**config.mk**
```make
export PLATFORM = sky130hd
export DESIGN_NAME = mem_arbiter
export DESIGN_NICKNAME = d
export VERILOG_FILES = /design/src/rtl/mem_arbiter.sv
export SDC_FILE = /design/constraint.sdc
export NUM_CORES = 1
export LEC_CHECK = 0
export ABC_AREA = 1
export CORE_UTILIZATION = 47
export DETAILED_ROUTE_END_ITERATION = 8
export PLACE_DENSITY_LB_ADDON = 0.08
export SLEW_MARGIN = 20
export SYNTH_ARGS = -nofsm -noshare
export SYNTH_HDL_FRONTEND = slang
export SYNTH_SLANG_ARGS = --single-unit
```
**constraint.sdc**
```tcl
create_clock -name clk -period 1.7 [get_ports clk]
set_input_delay 0.34 -clock clk [delete_from_list [all_inputs] [get_ports clk]]
set_output_delay 0.34 -clock clk [all_outputs]
set_load 0.01 [all_outputs]
```
**src/rtl/mem_arbiter.sv**
```systemverilog
// mem_arbiter: two-way arbiter sharing one byte-wide single-port memory between IF and LS word accesses.
// Optional macro MEM_ARB_ALIGN_CHK_EN: misaligned requests skip the memory and ack with err.
module mem_arbiter #(
    parameter int ADDR_W = 12
) (
    input  logic              clk,
    input  logic              rst,
    input  logic              if_req,
    input  logic [ADDR_W-1:0] if_addr,
    output logic              if_ack,
    output logic [31:0]       if_rdata,
    input  logic              ls_req,
    input  logic              ls_we,
    input  logic [ADDR_W-1:0] ls_addr,
    input  logic [31:0]       ls_wdata,
    output logic              ls_ack,
    output logic [31:0]       ls_rdata,
    output logic              mem_en,
    output logic              mem_we,
    output logic [ADDR_W-1:0] mem_addr,
    output logic [7:0]        mem_wdata,
    input  logic [7:0]        mem_rdata,
    output logic              busy,
    output logic              err,
    output logic [1:0]        dbg_state
);

    // Handshake: a requester raises req with stable addr/we/wdata and holds it until its
    // one-cycle ack; req is sampled only in IDLE, so a request made while busy simply waits.
    typedef enum logic [1:0] {IDLE, XFER, CAPT, ACK} state_t;

    state_t            state, state_nxt;
    logic              last_grant;   // 0 = IF, 1 = LS
    logic              owner;
    logic              lat_we;
    logic              err_q;
    logic              cap_vld;
    logic [1:0]        beat;
    logic [ADDR_W-3:0] word_addr;
    logic [31:0]       wdata_q;
    logic [31:0]       word_q;

    logic              grant_any, grant_ls, misalign;
    logic [ADDR_W-1:0] sel_addr;

    assign grant_any = if_req | ls_req;
    assign grant_ls  = ls_req & (~if_req | ~last_grant);
    assign sel_addr  = grant_ls ? ls_addr : if_addr;

`ifdef MEM_ARB_ALIGN_CHK_EN
    assign misalign = (sel_addr[1:0] != 2'b00);
`else
    logic unused_addr_lo;
    assign unused_addr_lo = ^sel_addr[1:0];
    assign misalign       = 1'b0;
`endif

    always_comb begin
        state_nxt = state;
        case (state)
            IDLE: if (grant_any) state_nxt = misalign ? ACK : XFER;
            XFER: if (beat == 2'd3) state_nxt = lat_we ? ACK : CAPT;
            CAPT: state_nxt = ACK;
            ACK:  state_nxt = IDLE;
            default: state_nxt = IDLE;
        endcase
    end

    always_ff @(posedge clk) begin
        if (!rst) begin
            state      <= IDLE;
            last_grant <= 1'b0;
            owner      <= 1'b0;
            lat_we     <= 1'b0;
            err_q      <= 1'b0;
            cap_vld    <= 1'b0;
            beat       <= 2'd0;
            word_addr  <= '0;
            wdata_q    <= '0;
            word_q     <= '0;
            if_rdata   <= '0;
            ls_rdata   <= '0;
        end else begin
            state   <= state_nxt;
            // Read data returns one cycle after its beat; bytes arrive in big-endian order.
            cap_vld <= (state == XFER) && !lat_we;
            if (cap_vld) word_q <= {word_q[23:0], mem_rdata};
            case (state)
                IDLE: begin
                    if (grant_any) begin
                        owner      <= grant_ls;
                        last_grant <= grant_ls;
                        lat_we     <= grant_ls & ls_we;
                        wdata_q    <= ls_wdata;
                        word_addr  <= sel_addr[ADDR_W-1:2];
                        err_q      <= misalign;
                        beat       <= 2'd0;
                    end
                end
                XFER: beat <= beat + 2'd1;
                CAPT: begin
                    if (owner) ls_rdata <= {word_q[23:0], mem_rdata};
                    else       if_rdata <= {word_q[23:0], mem_rdata};
                end
                default: ;
            endcase
        end
    end

    always_comb begin
        mem_en    = (state == XFER);
        mem_we    = (state == XFER) && lat_we;
        mem_addr  = (state == XFER) ? {word_addr, beat} : '0;
        mem_wdata = 8'h00;
        if (state == XFER && lat_we) begin
            case (beat)
                2'd0:    mem_wdata = wdata_q[31:24];
                2'd1:    mem_wdata = wdata_q[23:16];
                2'd2:    mem_wdata = wdata_q[15:8];
                default: mem_wdata = wdata_q[7:0];
            endcase
        end
    end

    assign if_ack    = (state == ACK) && !owner;
    assign ls_ack    = (state == ACK) && owner;
    assign err       = (state == ACK) && err_q;
    assign busy      = (state != IDLE);
    assign dbg_state = state;

endmodule

```
== Word-level counts from Yosys, hierarchy flattened ==
Cells that the tools add are included.

* Bits of input ports: 69
* Word-level logic and storage cells: 50
* Output and inout port bits: 92
* Register bits: 137

* Reductions and logical operators: 15
* Add/subtract/negate cells: 1
* Equal/unequal tests: 8
* Bitwise logic cells: 6
* Multiplexer cells: 10

{| class="wikitable"
|+ Operators with widths
! cell !! number
|-
| two-way mux 12 bit || 2
|-
| one-hot mux 8 bit (3 select lines) || 1
|-
| AND reduction 2 bit || 5
|-
| == test 2 bit (second input constant) || 4
|-
| two-way mux 8 bit || 1
|-
| one-hot mux 2 bit (4 select lines) || 1
|-
| two-way mux 2 bit || 3
|-
| == test 2 x 1 -> 1 bit (second input constant) || 2
|-
| logical AND 1 bit || 4
|-
| zero test 2 bit || 2
|-
| one-hot mux 2 bit (2 select lines) || 1
|-
| nonzero test 2 bit || 2
|-
| adder 2 x 1 -> 2 bit (second input constant) || 1
|-
| bitwise AND 1 bit || 2
|-
| zero test 1 bit || 2
|-
| != test 2 x 1 -> 1 bit (second input constant) || 1
|-
| != test 2 bit (second input constant) || 1
|-
| inverter 1 bit || 2
|-
| bitwise OR 1 bit || 2
|-
| two-way mux 1 bit || 1
|}

== Longest topological paths before layout ==
* Word-level depth: 4
* Mapped depth: 9
* Gate-level depth less buffers: 8

== Least setup slack after synthesis ==
Ideal clock, no wire load.

* Path kind: register to output
* From: register state[0], in the netlist dbg_state[0]
* To: output port mem_wdata[0]
* Cell stages (with the launch flop): 7
* Setup slack: -0.078 ns
* Data required time: 1.360 ns
* Path buffers: 1
* Arrival: 1.438 ns
* Path through: dfxtp_1 > ha_1 > buf_2 > nand2_1 > inv_1 > o21ai_0 > a31oi_1

* Cells in the longest elaborated chain, start to end: 3

{| class="wikitable"
|+ Ends and longest elaborated chain
! item !! RTL line !! text
|-
| from (decl) || 32 || <nowiki>state_t state, state_nxt;</nowiki>
|-
| from (signal assigned) || 84 || <nowiki>state <= state_nxt;</nowiki>
|-
| == test 2 x 1 -> 1 bit || -- ||
|-
| named net mem_en || 18 || <nowiki>output logic mem_en,</nowiki>
|-
| logical AND 1 bit || 115 || <nowiki>if (state == XFER && lat_we) begin</nowiki>
|-
| named net mem_we || 19 || <nowiki>output logic mem_we,</nowiki>
|-
| two-way mux 8 bit || 115 ||
|-
| to (decl) || 21 || <nowiki>output logic [7:0] mem_wdata,</nowiki>
|}

The timed path passes the listed nets, and every way through them passes these cells.

== Worst setup path after layout ==
* From: register state[1], in the netlist dbg_state[1]
* To: output port mem_wdata[4]

* Cells in the longest elaborated chain, start to end: 3

{| class="wikitable"
|+ Ends and longest elaborated chain
! item !! RTL line
|-
| == test 2 x 1 -> 1 bit || 115
|-
| logical AND 1 bit || 115
|-
| two-way mux 8 bit || 115
|}

No other way between the ends.

==> results.md <==
* Number of global-route vias before repair at 4997
* Layout cell share with drive strength beyond 1 at 0.143
* Distinct cell type count after synthesis at 25
* Routability cong. at ~0.80
* CP max FO at 5
* Combinational power share at 0.338
* Final Cycle Share at 1.09
* Worst IR Drop VDD at 0.952 mV
* Final Max Tran Viols at 0
* CTS max path bufs at 2
* Die Y at 109 µm
* Worst Setup End Kind: output port
* Violated checks: setup timing
* Max cap viols at 0
* Post-Layout Cell Count at 1048
* GR Util All Layers at 0.247
* Simple-gate portion of the synthesized area at 0.233
* Clk root buf: clkbuf_16
* Cell Rows at 38
* Count of endpoints failing setup in the final report at 16
* DRT Pass-1 Iters at 4
* Drt wl/cell at ~14 µm
* GR Overflow Total at 0
* Worst-margin pin slew at 0.750 ns
* Vias/cell at ~5.0
* Drt drc at 0
* WL final at 14200 µm
* CP top delay family: flip-flops
* Setup crit start kind: flop
* Worst Clk Skew at ~0.0079 ns
* Hold WC Path Type: in2reg
* Initial antenna violation count at 0
* Crit path cell chain: inv_2, ha_4, nand2_4, inv_4, o21ai_1, a31oi_2, buf_2
* Vias at 5215
* RSZ-0062 raised after global routing: true
* Largest family of logic cells by synthesized area: simple AND/OR/NAND/NOR gates
* Mux contribution to synthesized area at 0
* Leakage Power at 3.45 nW
* Pin count of the biggest net entering global routing at between 40 and 50
* #FFs+latches synth at 137
* Sequential fraction of the synthesis area at 0.506
* CP arrival at 1.52 ns
* Crit path largest cell delay at between 0.3 and 0.4 ns
* CP Class: reg2out
* Slowest stage cell, crit path: dfxtp_2
* Skew-Pair Late Insertion Delay at 0.41 ns
* DP Cell Count at 1009
* Commonest non-fill, non-tap cells in the layout: nor2_1 (243), dfxtp_1 (133), clkdlybuf4s50_1 (125)
* Outcome: complete, but fails checks
* Post-synthesis average cell area at 7.40 µm²
* Synth top area share at 0.506
* CTS buffer count at 17
* Port bufs at 155
* Initial core utilization at 0.492
* # diodes at 0
* Area Overhead vs Synth at 45.7%
* Detailed placer's ending HPWL at 9790 µm
* CTS Hold Buffers Added at 0
* Synth area leaders: dfxtp_1 (51%), nor2_1 (17%), o21ai_0 (10%)
* PD cells at 1580 nW/µm²
* Sequential Power Share at 0.376
* CTS tree: done
* Critical path buffers and inverters at 3
* Post-Syn Instances at 733
* Worst EP required at 1.36 ns
* Power Internal at roughly 8 mW
* IO Count at 161
* FMAX at 539 MHz
* Xor and xnor fraction of the mapped netlist area at 0
* Die W at 109 µm
* Clock sink total at 137
* Final worst slack at -0.157 ns
* Setup WS pre-CTS at -0.263 ns
* Post-synthesis share of cell area spent on full adders, half adders and majority gates at 0.0208
* Nets at 973
* Starting DRT DRC Count at roughly 220
* Worst-path clk slew at 0.06 ns
* Area fraction in compound gates after synthesis at 0.167
* P_sw at 4.26 mW
* Post-route ant nets at 0
* Clock share of power at 0.286
* Max-slew headroom at 0.499
* Min cycle time layout at 1.86 ns
* Switch share at 0.341
* Final hold vios at 0
* Top cell type by total area after synthesis: dfxtp_1
* Synth Cell Area at 5420 µm²
* Post-Syn Nets at 811
* Core Util, Final at 0.716
* H-tree levels at 4
* Synth warn at 0
* Die area at about 12000 µm²
* Core area at 11000 µm²
* First-pass GRT wire length at 23000 µm
* Commonest non-fill, non-tap cell in the layout: nor2_1
[layout make-up]
cell class | count | area [µm²]
fillers | 932 | 3130
flip-flops and latches | 137 | 2750
multi-input cells | 509 | 2400
repair buffers | 189 | 1830
clock buffers | 19 | 433
well taps | 140 | 175
inverters | 40 | 163
clock inverters | 13 | 146
repair inverters | 1 | 7.51
[worst reg2reg max path, cell delays in order (launching register included)]
cell	delay (ns)
dfxtp_2	0.35
buf_4	0.14
inv_1	0.06
buf_4	0.14
ha_1	0.20
nand2_1	0.15
inv_4	0.11
buf_12	0.17
nor2_1	0.10
nor2_1	0.05
[cells by family (layout without fill, tap and decap cells)]
group                      count (synthesis)  after routing
and+or+nand+nor                          327            327
buffers and inverters                     87            262
adders and majority gates                  9              9
DFF                                      137            137
other                                      1              1
AOI/OAI and AO/OA                        172            172
[power by group through the flow]
stage	clock, mW	sequential (mW)	combinational, mW
after detailed placement	0	4.70	4.02
after global placement	0	4.68	3.92
after CTS	3.62	4.67	4.22
final	3.58	4.70	4.22
after floorplan	0	4.70	2.19
after global routing	3.79	4.79	4.70
[state kept, by name (all words and copies together), names as in the netlist]
register	count
beat	2
dbg_state	2
word_q	24
ls_rdata	32
cap_vld	1
word_addr	10
wdata_q	32
lat_we	1
if_rdata	32
owner	1
[cells in the mapped netlist (all sizes together)]
cell type	number
a31oi	8
nor3	1
inv	32
o21ai	140
nand3	7
clkinv	8
buf	29
dfxtp	137
a21oi	24
ha	9
nor2	247
conb	1
nand2	72
clkbuf	18
[metrics by stage]
step                total power [mW]  hold WS, ns  TNS [ns]  instance area [µm²]
finish                          12.5        0.384     -1.68                 7900
floorplan                       6.89        0.443         0                 5430
CTS                             12.5        0.370     -3.00                 7850
global route                    13.3        0.402     -3.08                 7900
detailed placement              8.72        0.473     -2.86                 7190
global placement                8.60        0.460     -2.22                 7190
[worst paths after layout]
check                    start  depth (start not counted)  slack [ns]            to
setup reg to reg  dbg_state[0]                          9        0.13  ls_rdata[28]
hold / removal             rst                          3        0.38  ls_rdata[17]
setup / recovery  dbg_state[1]                          7       -0.16  mem_wdata[4]
hold reg to reg   ls_rdata[27]                          2        0.48  ls_rdata[27]
[routing by layer]
layer  wire (µm)  GRT usage
met5           0          0
met4         213     0.0819
met3         724     0.0545
met1        6030      0.294
met2        7200      0.439
[repair_timing]
| action | 4_1_cts | 5_1_grt |
|---|---|---|
| setup endpoints to repair | 27 | 61 |
| pin swaps | 4 | 4 |
| hold endpoints to repair | 0 | 0 |
| buffers inserted | 5 | 1 |
| gates resized for setup | 114 | 34 |
| cloned | 2 | 0 |
No activity file was read; power rests on OpenSTA's default activity.
